--- config.mk ---
export PLATFORM = sky130hd
export DESIGN_NAME = adc_serial_capture
export DESIGN_NICKNAME = d
export VERILOG_FILES = /design/src/rtl/adc_serial_capture.sv
export SDC_FILE = /design/constraint.sdc
export NUM_CORES = 1
export LEC_CHECK = 0
export ABC_AREA = 1
export CORE_ASPECT_RATIO = 1.75
export CORE_MARGIN = 5
export CORE_UTILIZATION = 52
export DETAILED_ROUTE_END_ITERATION = 7
export GPL_TIMING_DRIVEN = 0
export PLACE_DENSITY = 0.75
export SETUP_SLACK_MARGIN = 0.15
export SLEW_MARGIN = 20
export SYNTH_ARGS = -nofsm -noshare
export SYNTH_HDL_FRONTEND = slang
export SYNTH_SLANG_ARGS = --single-unit
--- constraint.sdc ---
create_clock -name clk -period 1.7 [get_ports clk]
set_input_delay 0.425 -clock clk [delete_from_list [all_inputs] [get_ports clk]]
set_output_delay 0.425 -clock clk [all_outputs]
set_load 0.01 [all_outputs]
--- src/rtl/adc_serial_capture.sv ---
// Serial SAR ADC frame capture, paced by the divided ad_clk.
// Build option: define ADC_AVG_EN to average 2^AVG_LOG2 frames per sample.
module adc_serial_capture #(
    parameter int DATA_W     = 12,
    parameter int LEAD_CLKS  = 2,
    parameter int FRAME_CLKS = 16,
    parameter int IDLE_CLKS  = 1,
    parameter int AVG_LOG2   = 2
) (
    input  logic              clk,
    input  logic              rst_n,
    input  logic              ad_clk,
    input  logic              en,
    output logic              adc_cs_n,
    output logic              adc_sclk,
    input  logic              adc_dout,
    output logic [DATA_W-1:0] sample_data,
    output logic              sample_valid,
    input  logic              sample_ready,
    output logic              overrun,
    input  logic              ovr_clr
);

    localparam int BW = $clog2(FRAME_CLKS + 1);
    localparam int IW = $clog2(IDLE_CLKS + 1);
    localparam logic [BW-1:0] FIRST_BIT = BW'(LEAD_CLKS);
    localparam logic [BW-1:0] END_BIT   = BW'(LEAD_CLKS + DATA_W);
    localparam logic [BW-1:0] LAST_BIT  = BW'(FRAME_CLKS - 1);
    localparam logic [IW-1:0] IDLE_MAX  = IW'(IDLE_CLKS);

    if (LEAD_CLKS + DATA_W > FRAME_CLKS || IDLE_CLKS < 1 || AVG_LOG2 < 1) begin : g_bad_cfg
        $error("adc_serial_capture: frame layout does not fit");
    end

    typedef enum logic [1:0] {IDLE, CONV, DONE} state_t;

    state_t            state;
    logic              ad_q;
    logic              rise;
    logic [BW-1:0]     bit_cnt;
    logic [IW-1:0]     idle_cnt;
    logic [DATA_W-1:0] shreg;
    logic [DATA_W-1:0] cap;
    logic              deliver;
    logic              drop;

`ifdef ADC_AVG_EN
    localparam int AW = DATA_W + AVG_LOG2;
    logic [AW-1:0]       acc;
    logic [AW-1:0]       acc_sum;
    logic [AVG_LOG2-1:0] avg_cnt;

    assign acc_sum = acc + AW'(shreg);
`endif

    assign rise = ad_clk & ~ad_q;
    assign drop = deliver & sample_valid & ~sample_ready;

    // Frame sequencer: chip select, sclk and bit capture, stepped on ad_clk rises.
    always_ff @(posedge clk or negedge rst_n) begin
        if (!rst_n) begin
            state    <= IDLE;
            ad_q     <= 1'b0;
            adc_cs_n <= 1'b1;
            adc_sclk <= 1'b0;
            bit_cnt  <= '0;
            idle_cnt <= '0;
            shreg    <= '0;
            cap      <= '0;
            deliver  <= 1'b0;
`ifdef ADC_AVG_EN
            acc      <= '0;
            avg_cnt  <= '0;
`endif
        end else begin
            ad_q    <= ad_clk;
            deliver <= 1'b0;
            unique case (state)
                IDLE: begin
                    adc_cs_n <= 1'b1;
                    adc_sclk <= 1'b0;
                    if (rise) begin
                        if (en && idle_cnt == IDLE_MAX) begin
                            adc_cs_n <= 1'b0;
                            bit_cnt  <= '0;
                            state    <= CONV;
                        end else if (idle_cnt != IDLE_MAX) begin
                            idle_cnt <= idle_cnt + IW'(1);
                        end
                    end
                end
                CONV: begin
                    // sclk follows ad_clk, but only from the first counted rise on
                    adc_sclk <= ad_clk & (adc_sclk | rise);
                    if (rise) begin
                        if (bit_cnt >= FIRST_BIT && bit_cnt < END_BIT) begin
                            shreg <= {shreg[DATA_W-2:0], adc_dout};
                        end
                        bit_cnt <= bit_cnt + BW'(1);
                        if (bit_cnt == LAST_BIT) begin
                            state <= DONE;
                        end
                    end
                end
                DONE: begin
                    adc_cs_n <= 1'b1;
                    adc_sclk <= 1'b0;
                    idle_cnt <= '0;
                    state    <= IDLE;
`ifdef ADC_AVG_EN
                    avg_cnt <= avg_cnt + AVG_LOG2'(1);
                    if (&avg_cnt) begin
                        deliver <= 1'b1;
                        cap     <= DATA_W'(acc_sum >> AVG_LOG2);
                        acc     <= '0;
                    end else begin
                        acc <= acc_sum;
                    end
`else
                    deliver <= 1'b1;
                    cap     <= shreg;
`endif
                end
                default: state <= IDLE;
            endcase
        end
    end

    // One-deep output register; a sample arriving while it is still full is dropped.
    always_ff @(posedge clk or negedge rst_n) begin
        if (!rst_n) begin
            sample_data  <= '0;
            sample_valid <= 1'b0;
            overrun      <= 1'b0;
        end else begin
            if (deliver) begin
                if (!sample_valid || sample_ready) begin
                    sample_data  <= cap;
                    sample_valid <= 1'b1;
                end
            end else if (sample_ready) begin
                sample_valid <= 1'b0;
            end
            overrun <= drop | (overrun & ~ovr_clr);
        end
    end

endmodule

==> flow_metrics.tcl <==
set metrics [dict create \
    utilization_pct 63.9 \
    grt_use_total_pct 16.6 \
    p_leak_nw 1.25 \
    ys_ff_latch 50 \
    internal-power_mw 2.01 \
    max_stage_delay_ns 0.54 \
    n_fill_cell 357 \
    num_antenna_cells 0 \
    switchingPower_mw 0.898 \
    worst_pin_slew_ns 0.514 \
    drtAntennaViolNets 0 \
    finalHoldViolations 0 \
    final_cell_mix "65 x nand2_1, 47 x dfrtp_1, 29 x o21ai_0" \
    gp_congestion 0.748 \
    fin_nets 262 \
    share_comb_of_total_power_pct 19.6 \
    finalCritPeriodShare_pct 87.5 \
    cp_slowest_cell "dfstp_2" \
    crit_required_ns 1.27 \
    pwr-share-clk_pct 27.5 \
    preCtsSetupSlack_ns -0.199 \
    hold_path.class "in -> async" \
    yosys.area.top_type "dfrtp_1" \
    cp_top_family "flip-flops" \
    fp.dieArea_um2 5340 \
    tritoncts "built" \
    p_per_area_nw_per_um2 1190 \
    path_class "reg -> out" \
    place.port_buffers 22 \
    maxSlewViolCount 0 \
    synth-compound-area-share_pct 8.86 \
    initial_core_util_pct 53.5 \
    ys.warnings.count 0 \
    coreArea_um2 3830 \
    critical_path_peak_fanout 2 \
    syn_nets 231 \
    grt_max_degree 30 \
    fin_skew_ns 0.00970 \
    grt_pass1_wl_um 7010 \
    synth_top_family_by_area "simple AND/OR/NAND/NOR gates" \
    io_pins 23 \
    layout_commonest_cell "nand2_1" \
    drt-vias-per-instance 5.05 \
    final_layout_size_suffix_gt1_share_pct 9.49 \
    drtIter0Drc 13 \
    worstSetupEndpointType "output port" \
    post-route-worst-setup-slack_ns 0.212 \
    wl_per_cell_um 12.9 \
    synth-seq-area-share_pct 61.2 \
    cts_sinks 50 \
    cts_root_buf "clkbuf_8" \
    synth-main-ff-cell "dfrtp_1" \
    clk_latency_ns 0.30 \
    synthesis.area_um2 2050 \
    status "finished clean" \
    rsz0062_at_grt "yes" \
    startpoint_type "flop" \
    swShare_pct 30.8 \
    die_h_um 93.0 \
    synthArstFlopShare_pct 100 \
    grt_pass1_vias 1604 \
    crit_chain "clkdlybuf4s15_1" \
    max_freq_ghz 0.672 \
    htreeDepth 2 \
    synthMuxAreaShare_pct 0 \
    maxCapViolations 0 \
    syn_to_final_growth_pct 19.5 \
    ir_worst_vdd_mv 0.891 \
    synthSimpleGateAreaFrac_pct 21.4 \
    setup_viol 0 \
    rows 30 \
    path_buf_inv 1 \
    worstPathArrival_ns 1.06 \
    clock_path_buffers 2 \
    ys_types 23 \
    synth_edf_count 0 \
    synth_xor_xnor_area_share_pct 0 \
    grt-ovfl-total 0 \
    place_hpwl_um 2920 \
    die_w_um 57.4 \
    post-route-drc-count 0 \
    synth_fa_ha_area_share_pct 1.83 \
    numCtsBuffers 5 \
    wl_um 3900 \
    synth.top_cell.area_share_pct 59.9 \
    first_pass_iters 4 \
    slew_headroom_pct 65.8 \
    cts_hold_buf 0 \
    syn_avg_cell_area_um2 9.26 \
    vias 1520 \
    fin_crit_ns 1.49 \
    synth.top_cells.by_area "dfrtp_1 60%, nand2_1 12%, o21ai_0 7.1%" \
    clk_pin_slew_ns 0.09 \
    sequentialPowerShare_pct 52.8 \
    syn_inst 221 \
    antenna_found_initial 0 \
]
[repair_timing]
action                                  4_1_cts  5_1_grt
pin swaps                                     1        0
buffers inserted                              1        0
endpoints found under the hold margin         0        0
gates resized for setup                      17        6
endpoints found under the setup margin       26       18
[path summary, 6_finish.rpt]
check	end	slack (ns)	depth (start not counted)	from
max	adc_cs_n	0.21	1	adc_cs_n
min	ad_q	0.09	1	rst_n
max reg2reg	cap[0]	0.29	3	state[0]
min reg2reg	state[1]	0.46	1	state[1]
max in group asynchronous	shreg[1]	1.08	2	rst_n
min in group clk	ad_q	0.34	1	ad_clk
[power groups by stage]
stage               registers [mW]  logic, mW  clock network (mW)
global route                  1.57      0.668               0.885
finish                        1.54      0.572               0.801
detailed placement            1.56      0.578                   0
global placement              1.55      0.558                   0
CTS                           1.53      0.580               0.829
floorplan                     1.52      0.406                   0
[cell usage after synthesis (2+ instances only)]
cell type	n
inv_1	25
o21ai_0	29
buf_2	5
nand2_1	66
nand3_1	4
nor2_1	9
a21oi_1	3
dfrtp_1	49
ha_1	3
nand4_1	14
clkbuf_1	2
[cell families (layout without fill, tap and decap cells)]
family / after synthesis / count (layout)
buffers and inverters: 34 / 66
and+or+nand+nor: 99 / 99
DFF: 50 / 50
adders and majority gates: 3 / 3
AOI/OAI and AO/OA: 35 / 35
[sequential cells by signal (all words and copies together) (netlist names)]
register,count
deliver,1
state,2
idle_cnt,1
adc_sclk,1
bit_cnt,5
sample_data,12
shreg,12
sample_valid,1
overrun,1
ad_q,1
adc_cs_n,1
cap,12
[layer usage]
metal	up-vias	share of wire, %	GRT usage (%)
li1	774	-	-
met1	723	37	16.8
met2	18	58	32.2
met3	5	2.9	3.04
met4	0	1.7	6.38
met5	-	0	0
[layout make-up]
| type | instances | area, um^2 | share of cell area (%) |
|---|---|---|---|
| plain buffers | 8 | 41.3 | 1.69 |
| repair buffers | 24 | 226 | 9.26 |
| multi-input cells | 137 | 659 | 27.0 |
| clock inverters | 1 | 30.0 | 1.23 |
| flip-flops and latches | 50 | 1250 | 51.3 |
| well taps | 48 | 60.1 | 2.46 |
| clock buffers | 7 | 76.3 | 3.12 |
| inverters | 26 | 97.6 | 3.99 |
[through the flow]
step / instance area, um^2 / instances / total power, mW / hold WS [ns] / setup TNS (ns)
3_3_place_gp: 2330 / 291 / 2.11 / 0.444 / -60.73
2_1_floorplan: 2050 / 221 / 1.92 / 0.129 / 0
6_report: 2450 / 301 / 2.91 / 0.0860 / 0
5_1_grt: 2450 / 301 / 3.12 / 0.109 / 0
4_1_cts: 2440 / 301 / 2.94 / 0.0967 / 0
3_5_place_dp: 2340 / 292 / 2.13 / 0.428 / -2.42
(Power assumes the default switching activity.)
